<file path="src/rtl/aim65_display_ctl.sv">
// aim65_display_ctl
//   Bridge from the AIM-65 alphanumeric display chip selects to the character
//   video RAM of the text renderer. Each digit write becomes one framed video
//   RAM write (SETUP, WE1, WE2, HOLD). Writing the leftmost digit (col 0)
//   advances the line pointer first; once the screen has wrapped, every new
//   line pulses vscroll and moves scroll_row down one row.
//
//   Optional feature: define AIM65_DISP_CLEAR_FILL_EN to make a clear also
//   fill the whole video RAM with spaces (8'h20), one address per 2 cycles.
//
// Ports
//   clk, reset          system clock, synchronous active-high reset
//   ce_n[NUM_CHIPS]     display chip enables, active low, index 0 leftmost
//   w_n                 write strobe, active low
//   daddr[2]            digit select, 3 = leftmost digit of a chip
//   ddata[8]            character data (bit 7 discarded)
//   video_clear         clear request level, acted on at its rising edge
//   vram_addr/data      video RAM address / write data
//   vram_ce, vram_we    video RAM enable / write enable
//   busy                write frame or clear fill in progress
//   vscroll             one-cycle pulse, renderer scrolls one row
//   scroll_row          row shown at the top of the screen
//   drop_cnt            saturating count of discarded writes
module aim65_display_ctl #(
  parameter int NUM_CHIPS = 5,
  parameter int COLS      = 40,
  parameter int ROWS      = 25,
  parameter int ADDR_W    = 10
) (
  input  logic                     clk,
  input  logic                     reset,
  input  logic [NUM_CHIPS-1:0]     ce_n,
  input  logic                     w_n,
  input  logic [1:0]               daddr,
  input  logic [7:0]               ddata,
  input  logic                     video_clear,
  output logic [ADDR_W-1:0]        vram_addr,
  output logic [7:0]               vram_data,
  output logic                     vram_ce,
  output logic                     vram_we,
  output logic                     busy,
  output logic                     vscroll,
  output logic [$clog2(ROWS)-1:0]  scroll_row,
  output logic [7:0]               drop_cnt
);
  localparam int RW  = $clog2(ROWS);
  localparam int TOT = COLS * ROWS;

  typedef struct packed {
    logic [4:0] col;
    logic [7:0] data;
  } wr_req_t;

  typedef enum logic [2:0] {IDLE, SETUP, WE1, WE2, HOLD, FILL} state_t;

  state_t      state, state_n;
  logic [2:0]  chip;
  logic        wact;
  logic [1:0]  wact_pipe, clr_pipe;
  wr_req_t     cap, pend, ld;
  logic        pend_full, clr_pend;
  logic        evt, clr_evt, clr_now, slot_vld;
  logic        do_load, take, do_clear, slot_store, drop;

  logic [ADDR_W-1:0] row_base, base_e, base_n, addr_n;
  logic [ADDR_W:0]   sum;
  logic [RW-1:0]     row_idx, row_e, row_n, srow_e, srow_n;
  logic              wrapped, wrp_e, wrap_n, vs;

`ifdef AIM65_DISP_CLEAR_FILL_EN
  logic fill_ph;
`endif

  // lowest-numbered enabled chip wins
  always_comb begin
    chip = '0;
    for (int i = NUM_CHIPS - 1; i >= 0; i--)
      if (!ce_n[i]) chip = 3'(i);
  end

  assign wact    = !w_n && (ce_n != '1);
  assign evt     = wact_pipe[0] & ~wact_pipe[1];
  assign clr_evt = clr_pipe[0] & ~clr_pipe[1];
  assign busy    = (state != IDLE);
  assign vram_ce = (state != IDLE);
`ifdef AIM65_DISP_CLEAR_FILL_EN
  assign vram_we = (state == WE1) || (state == WE2) || (state == FILL && fill_ph);
`else
  assign vram_we = (state == WE1) || (state == WE2);
`endif

  always_ff @(posedge clk) begin
    if (reset) state <= IDLE;
    else       state <= state_n;
  end

  always_comb begin
    state_n  = state;
    do_load  = 1'b0;
    take     = 1'b0;
    do_clear = 1'b0;
    clr_now  = clr_evt | clr_pend;
    // a clear edge flushes the slot immediately; pointers reset once idle
    slot_vld = pend_full & ~clr_evt;
    case (state)
      IDLE: begin
        do_clear = clr_now;
        if (slot_vld) begin
          take    = 1'b1;
          do_load = 1'b1;
        end else if (evt) begin
          do_load = 1'b1;
        end
        if (do_load) state_n = SETUP;
`ifdef AIM65_DISP_CLEAR_FILL_EN
        if (clr_now) begin
          take    = 1'b0;
          do_load = 1'b0;
          state_n = FILL;
        end
`endif
      end
      SETUP: state_n = WE1;
      WE1:   state_n = WE2;
      WE2:   state_n = HOLD;
      HOLD: begin
        state_n = IDLE;
        // chain the next frame straight after HOLD unless a clear waits
        if (!clr_now) begin
          if (slot_vld) begin
            take    = 1'b1;
            do_load = 1'b1;
          end else if (evt) begin
            do_load = 1'b1;
          end
          if (do_load) state_n = SETUP;
        end
      end
`ifdef AIM65_DISP_CLEAR_FILL_EN
      FILL: if (fill_ph && vram_addr == ADDR_W'(TOT - 1)) state_n = IDLE;
`endif
      default: state_n = IDLE;
    endcase
    // an event not taken directly goes to the slot; the slot is only freed
    // for it when IDLE consumes the old entry in the same cycle
    slot_store = evt & ~(do_load & ~take) & (~slot_vld | (take & (state == IDLE)));
    drop       = evt & ~(do_load & ~take) & ~slot_store;
  end

  // pointer arithmetic for the entry being loaded
  always_comb begin
    base_e = do_clear ? '0 : row_base;
    wrp_e  = do_clear ? 1'b0 : wrapped;
    row_e  = do_clear ? '0 : row_idx;
    srow_e = do_clear ? '0 : scroll_row;
    ld     = take ? pend : cap;
    sum    = {1'b0, base_e} + (ADDR_W + 1)'(COLS);
    base_n = base_e;
    row_n  = row_e;
    wrap_n = wrp_e;
    srow_n = srow_e;
    vs     = 1'b0;
    addr_n = base_e + ADDR_W'(ld.col);
    if (ld.col == '0) begin
      if (sum == (ADDR_W + 1)'(TOT)) begin
        base_n = '0;
        row_n  = '0;
        wrap_n = 1'b1;
      end else begin
        base_n = sum[ADDR_W-1:0];
        row_n  = row_e + 1'b1;
      end
      addr_n = base_n;
      if (wrap_n) begin
        vs     = 1'b1;
        srow_n = (row_n == RW'(ROWS - 1)) ? '0 : row_n + 1'b1;
      end
    end
  end

  always_ff @(posedge clk) begin
    if (reset) begin
      wact_pipe  <= '0;
      clr_pipe   <= '0;
      cap        <= '0;
      pend       <= '0;
      pend_full  <= 1'b0;
      clr_pend   <= 1'b0;
      row_base   <= '0;
      row_idx    <= '0;
      wrapped    <= 1'b0;
      scroll_row <= '0;
      vscroll    <= 1'b0;
      vram_addr  <= '0;
      vram_data  <= '0;
      drop_cnt   <= '0;
`ifdef AIM65_DISP_CLEAR_FILL_EN
      fill_ph    <= 1'b0;
`endif
    end else begin
      wact_pipe <= {wact_pipe[0], wact};
      clr_pipe  <= {clr_pipe[0], video_clear};
      cap.col   <= {chip, ~daddr};  // 4*chip + (3 - daddr)
      cap.data  <= ddata & 8'h7F;
      vscroll   <= 1'b0;
      if (do_load) begin
        row_base   <= base_n;
        row_idx    <= row_n;
        wrapped    <= wrap_n;
        scroll_row <= srow_n;
        vscroll    <= vs;
        vram_addr  <= addr_n;
        vram_data  <= ld.data;
      end else if (do_clear) begin
        row_base   <= '0;
        row_idx    <= '0;
        wrapped    <= 1'b0;
        scroll_row <= '0;
      end
      clr_pend <= (clr_pend | clr_evt) & ~do_clear;
      if (take | clr_evt) pend_full <= 1'b0;
      if (slot_store) begin
        pend_full <= 1'b1;
        pend      <= cap;
      end
      if (drop && drop_cnt != 8'hFF) drop_cnt <= drop_cnt + 1'b1;
`ifdef AIM65_DISP_CLEAR_FILL_EN
      if (state == IDLE && state_n == FILL) begin
        vram_addr <= '0;
        vram_data <= 8'h20;
        fill_ph   <= 1'b0;
      end else if (state == FILL) begin
        fill_ph <= ~fill_ph;
        if (fill_ph && vram_addr != ADDR_W'(TOT - 1)) vram_addr <= vram_addr + 1'b1;
      end
`endif
    end
  end

endmodule
</file>
<file path="config.mk">
export PLATFORM = sky130hd
export DESIGN_NAME = aim65_display_ctl
export DESIGN_NICKNAME = d
export VERILOG_FILES = /design/src/rtl/aim65_display_ctl.sv
export SDC_FILE = /design/constraint.sdc
export NUM_CORES = 1
export LEC_CHECK = 0
export ABC_AREA = 1
export BUFFER_PORTS_ARGS = -buffer_cell sky130_fd_sc_hd__buf_2
export CORE_ASPECT_RATIO = 1.25
export CORE_MARGIN = 1
export CORE_UTILIZATION = 50
export CTS_BUF_LIST = sky130_fd_sc_hd__clkbuf_4 sky130_fd_sc_hd__clkbuf_8 sky130_fd_sc_hd__clkbuf_16
export CTS_CLUSTER_DIAMETER = 150
export DETAILED_ROUTE_END_ITERATION = 7
export PLACE_DENSITY = 0.74
export SKIP_CTS_REPAIR_TIMING = 1
export SYNTH_ARGS = -nofsm -noshare
export SYNTH_HDL_FRONTEND = slang
export SYNTH_SLANG_ARGS = --single-unit
</file>
<file path="constraint.sdc">
create_clock -name clk -period 3.9 [get_ports clk]
set_clock_uncertainty 0.1 [all_clocks]
set_input_delay 0.39 -clock clk [delete_from_list [all_inputs] [get_ports clk]]
set_output_delay 0.39 -clock clk [all_outputs]
set_load 0.05 [all_outputs]
</file>
# Word-level counts from Yosys, hierarchy flattened
# Cells that the tools add are included.
# totals
reg_bits,83
latchBits,0
mem_bits_rw,0
romBits,0
inputBits,19
output_inout_bits,35
elab_cells,117
n_memories,0
# op_classes
add_sub_neg,5
n_mul,0
n_div,0
magnitude_cmp,0
eq_ne,9
shift,0
muxes,43
n_bitwise,27
reduce_logical,12
# op_table
op,n
$mux W10,5
$mux W5,10
$mux W1,20
$pmux W3 S5,1
$not A1 Y1,14
$mux W13,1
$add A10 B6 Y11 const B,1
$eq A11 B10 Y1 const B,1
$add A10 B5 Y10,1
$add A5 B1 Y5 const B,2
$and A1 B1 Y1,9
$add A8 B1 Y8 const B,1
$ne A8 B8 Y1 const B,1
$eq A3 B2 Y1 const B,2
$mux W3,2
$reduce_or A3 Y1,2
$eq A5 B5 Y1 const B,1
$logic_not A5 Y1,1
$ne A5 B5 Y1 const B,1
$reduce_or A5 Y1,1
$mux W2,2
$pmux W1 S2,2
$eq A3 B1 Y1 const B,1
$eq A3 B3 Y1 const B,1
other kinds (10),13

# Depth between registers and ports, before layout
# logic_depth
depth_word,16
mapped_depth,21
mapped_depth_nobuf,21

# Worst setup path before layout
# Ideal clock, no wire load.
# synth_timing
path_type,register to register
start,reg state[0]
end,reg vram_addr[8]
setup_ps,67
t_arrival_ps,2662
required_time_ps,3733
path_slack_ps,1072
stages_incl_launch_ff,21
n_path_buf,0
period_less_slack_ps,2828
cell_sequence,dfxtp_1 nor2_4 nand2_2 nand2_4 nand2_4 nand2_1 nand2_1 inv_1 ha_1 inv_1 fa_1 or2_2 nand2_1 a21oi_1 nor2_1 nand3_1 nand2_1 nand2_1 nand2_1 nand3_1 a21oi_2
# synth_via
elab_chain_len,7
elab_cells_between_ends,13
cone_classes,add/sub: 2; eq/ne: 2; mux: 7; reduce/logical: 2
# synth_rtl
element,line,rtl
"start, declared",56,"state_t state, state_n;"
"start signal, assigned",94,else state <= state_n;
$logic_not A3 Y1,105,case (state)
$mux W1,105,
$mux W10,--,
$add A10 B6 Y11,157,"sum = {1'b0, base_e} + (ADDR_W + 1)'(COLS);"
$eq A11 B10 Y1,165,if (sum == (ADDR_W + 1)'(TOT)) begin
$mux W10,165,
$mux W10,164,if (ld.col == '0) begin
"end signal, assigned",212,vram_addr <= addr_n;
"end, declared",37,"output logic [ADDR_W-1:0] vram_addr,"
# Parallel ways exist; a longest one is shown, timed or not.
# A chain may end at the register's enable or synchronous reset.

# Worst setup path after layout
# layout_timing
start,reg state[1]
end,reg vram_addr[8]
# Same word-level chain as after synthesis.

==> flow_summary_export.csv <==
group,metric,value,unit
status,status,"finished clean",
power,switching_share,30.9,%
clock_tree,cts_tree,"done",
route,routed_wl,8.18,mm
grt,grt_start_max_net_pins,42,
route,wl_per_cell,12.0,µm
setup_path,cp_data_arrival_time,3.17,ns
synth,synth-compound-area-share,14.7,%
final_layout,final_common_cell,"nand2_1",
flow_run,max_cap_violations,0,
synth,avgSynthCellArea,7.21,µm²
setup_path,path_max_fanout,7,
synth,synth_top_family_by_area,"simple AND/OR/NAND/NOR gates",
setup_path,crit_type,"flip-flop to flip-flop",
power,p_sw,0.589,mW
route,drc,0,
synth,synth_top_cell_by_area,"dfxtp_1",
power,seqPwrFrac,46.4,%
route,dr.pass1.iters,4,
sta,tns,0,ns
final_layout,finish.utilization,59.0,%
power,power_density,433,nW/µm²
synth,synth_flop_cell,"dfxtp_1",
floorplan,fp-row-count,35,
power,p_total,1.90,mW
setup_path,cp_top_family,"simple AND/OR/NAND/NOR gates",
synth,yosysWarnings,0,
placed_design,dp_hpwl,5.80,mm
synth,synthSimpleGateAreaFrac,30.4,%
route,ant_nets,0,
synth,synth_xor_area_share,0.907,%
clock_tree,path_clk_slew,0.09,ns
setup_path,crit_chain,"nor2_4 > nand3_2 > nand2_4 > nand2_4 > nand2_1 > nand2_1 > inv_1 > ha_1 > inv_1 > fa_1 > or2_2 > nand2_1 > a21oi_1 > nor2_1 > nand3_1 > nand2_1 > nand2_1 > nand2_1 > nand3_1 > a21oi_2",
sta,rsz0062_at_grt,"false",
floorplan,core_area,7440,µm²
sta,layout_min_cycle_time,2.97,ns
setup_path,crit_slowest_cell,"dfxtp_1",
placed_design,numPortBuffers,51,
power,peakVddDrop,0.000272,V
synth,synthMuxAreaShare,0,%
clock_tree,clk_path_buf_depth,2,
synth,async_flop_share,0,%
synth,synth_top_area_share,41.5,%
synth,postSynthCellCount,536,
sta,fmax,337,MHz
synth,netlist_area,3860,µm²
clock_tree,cts.sink_count,80,
synth,ys_types,41,
grt,track_usage,22.4,%
final_layout,final_nets,610,
placed_design,post-place-ws,1.00,ns
power,p_comb_share,17.1,%
sta,worst_pin_slew,1.12,ns
power,clkPwrFrac,36.4,%
power,p_int,1.31,mW
power,leakage,2.16,nW
synth,synth_edf_count,0,
setup_path,crit_top_cell,"nand2_1",
sta,slew_viol_final,0,
clock_tree,cts_made_buffers,9,
route,drt_iter0_markers,183,
sta,setup_slack,0.930,ns
final_layout,layout-drive-gt1-share,19.4,%
final_layout,final_cell_mix,"87 x nand2_1, 80 x dfxtp_1, 66 x inv_1, 66 x nor2_1, 51 x buf_2",
floorplan,io_pins,54,
setup_path,crit_path_max_incr_delay,0.37,ns
synth,ys_top_cells_by_area,"dfxtp_1 41%, nand2_1 8.5%, inv_1 6.4%",
setup_path,worstPathRequired,4.10,ns
grt,overflow,0,
setup_path,worst-path-buf-inv,2,
min_path,hold_path_class,"primary input to flip-flop",
grt,antenna_found_initial,0,
setup_path,start_kind,"flip-flop",
setup_path,cp-end-kind,"flip-flop",
floorplan,die_width,80.6,µm
clock_tree,insertion_delay,0.37,ns
grt,grt_pass1_vias,3317,
sta,finalHoldViolCount,0,
final_layout,n_antenna_cell,0,
placed_design,finalWeightedCongestion,0.874,
floorplan,fp.dieArea,8080,µm²
floorplan,die_h,100,µm
route,vias_per_cell,5.20,
sta,maxSlewHeadroom,25.5,%
sta,finalSetupViolCount,0,
synth,synthesis.nets,562,
route,vias,3541,
clock_tree,ctsHtreeMaxLevel,3,
final_layout,syn2layout_area_growth,13.7,%
clock_tree,cts-root-buf,"clkbuf_8",
synth,synth-seq-area-share,41.5,%
sta,post-route-period-util,76.2,%
setup_path,regToRegSetupSlack,0.93,ns
grt,grt_pass1_wl,14.1,mm
synth,ys_seq_elements,80,
synth,synthAdderAreaFrac,2.46,%
floorplan,start_util,51.9,%
-- cell families after synthesis --
family / Yosys count
simple gates: 249
compound gates: 102
buf+inv: 93
flops: 80
fa+ha+maj: 7
xor+xnor: 4
other cells: 1
-- per-layer routing --
| layer | routed length, µm | track usage [%] | vias up |
|---|---|---|---|
| li1 | - | - | 1846 |
| met1 | 3520 | 25.2 | 1601 |
| met2 | 4180 | 39.4 | 79 |
| met3 | 324 | 4.18 | 15 |
| met4 | 147 | 11.5 | 0 |
| met5 | 0 | 0 | - |
-- worst register-to-register path, stage by stage (launching register included) --
cell and delay, ns:
dfxtp_1 0.37, nor2_4 0.13, nand3_2 0.13, nand2_4 0.13, nand2_4 0.09, nand2_1 0.08, nand2_1 0.08, inv_1 0.06
ha_1 0.16, inv_1 0.06, fa_1 0.37, or2_2 0.32, nand2_1 0.06, a21oi_1 0.09, nor2_1 0.10, nand3_1 0.14
nand2_1 0.13, nand2_1 0.06, nand2_1 0.05, nand3_1 0.08, a21oi_2 0.12
-- cells in the mapped netlist (all sizes together) (2+ instances only) --
master	number
o21ai	40
nor4	2
inv	73
a21oi	42
nand3b	2
nand3	44
ha	6
nor2	76
dfxtp	80
a31oi	5
o22ai	7
nand2	103
nand4	12
nor3	7
xor2	4
o211ai	4
buf	11
a211oi	2
clkbuf	8
-- through the flow --
step | instance area [µm²] | hold WS (ns) | instances
finish | 4390 | 0.0741 | 681
global route | 4390 | 0.0621 | 681
CTS | 4390 | 0.0584 | 681
detailed placement | 4160 | 0.355 | 665
global placement | 4160 | 0.345 | 665
floorplan | 3860 | 0.330 | 536
-- flip-flops by register name, indices dropped and copies added, names as in the netlist --
| signal | flops |
|---|---|
| cap | 12 |
| pend | 12 |
| row_base | 10 |
| vram_addr | 10 |
| drop_cnt | 8 |
| vram_data | 7 |
| row_idx | 5 |
| scroll_row | 5 |
| state | 3 |
| clr_pipe | 2 |
| wact_pipe | 2 |
| clr_pend | 1 |
| pend_full | 1 |
| vscroll | 1 |
| wrapped | 1 |
-- path summary, 6_finish.rpt --
path / depth (start not counted) / startpoint / to
hold / removal: 2 / daddr[0] / cap[8]$_SDFF_PP0_
setup / recovery: 20 / state[1]$_SDFFE_PP0P_ / vram_addr[8]$_SDFFE_PP0P_
setup reg to reg: 20 / state[1]$_SDFFE_PP0P_ / vram_addr[8]$_SDFFE_PP0P_
hold reg to reg: 2 / cap[8]$_SDFF_PP0_ / pend[8]$_SDFFE_PP0P_
-- final cells by class --
class | count | area [µm²]
Fill cell | 707 | 3050
Multi-Input combinational cell | 363 | 1880
Sequential cell | 80 | 1600
Timing Repair Buffer | 56 | 293
Inverter | 74 | 279
Clock buffer | 9 | 124
Tap cell | 92 | 115
Clock inverter | 7 | 103
-- power by group through the flow --
stage	Clock (mW)	Combinational [mW]	Sequential, mW
2_1_floorplan	0	0.201	0.958
5_1_grt	0.744	0.358	0.889
6_report	0.693	0.326	0.883
4_1_cts	0.708	0.328	0.884
3_3_place_gp	0	0.322	0.901
3_5_place_dp	0	0.326	0.903
Note: power is estimated with default switching activity, not from simulation.
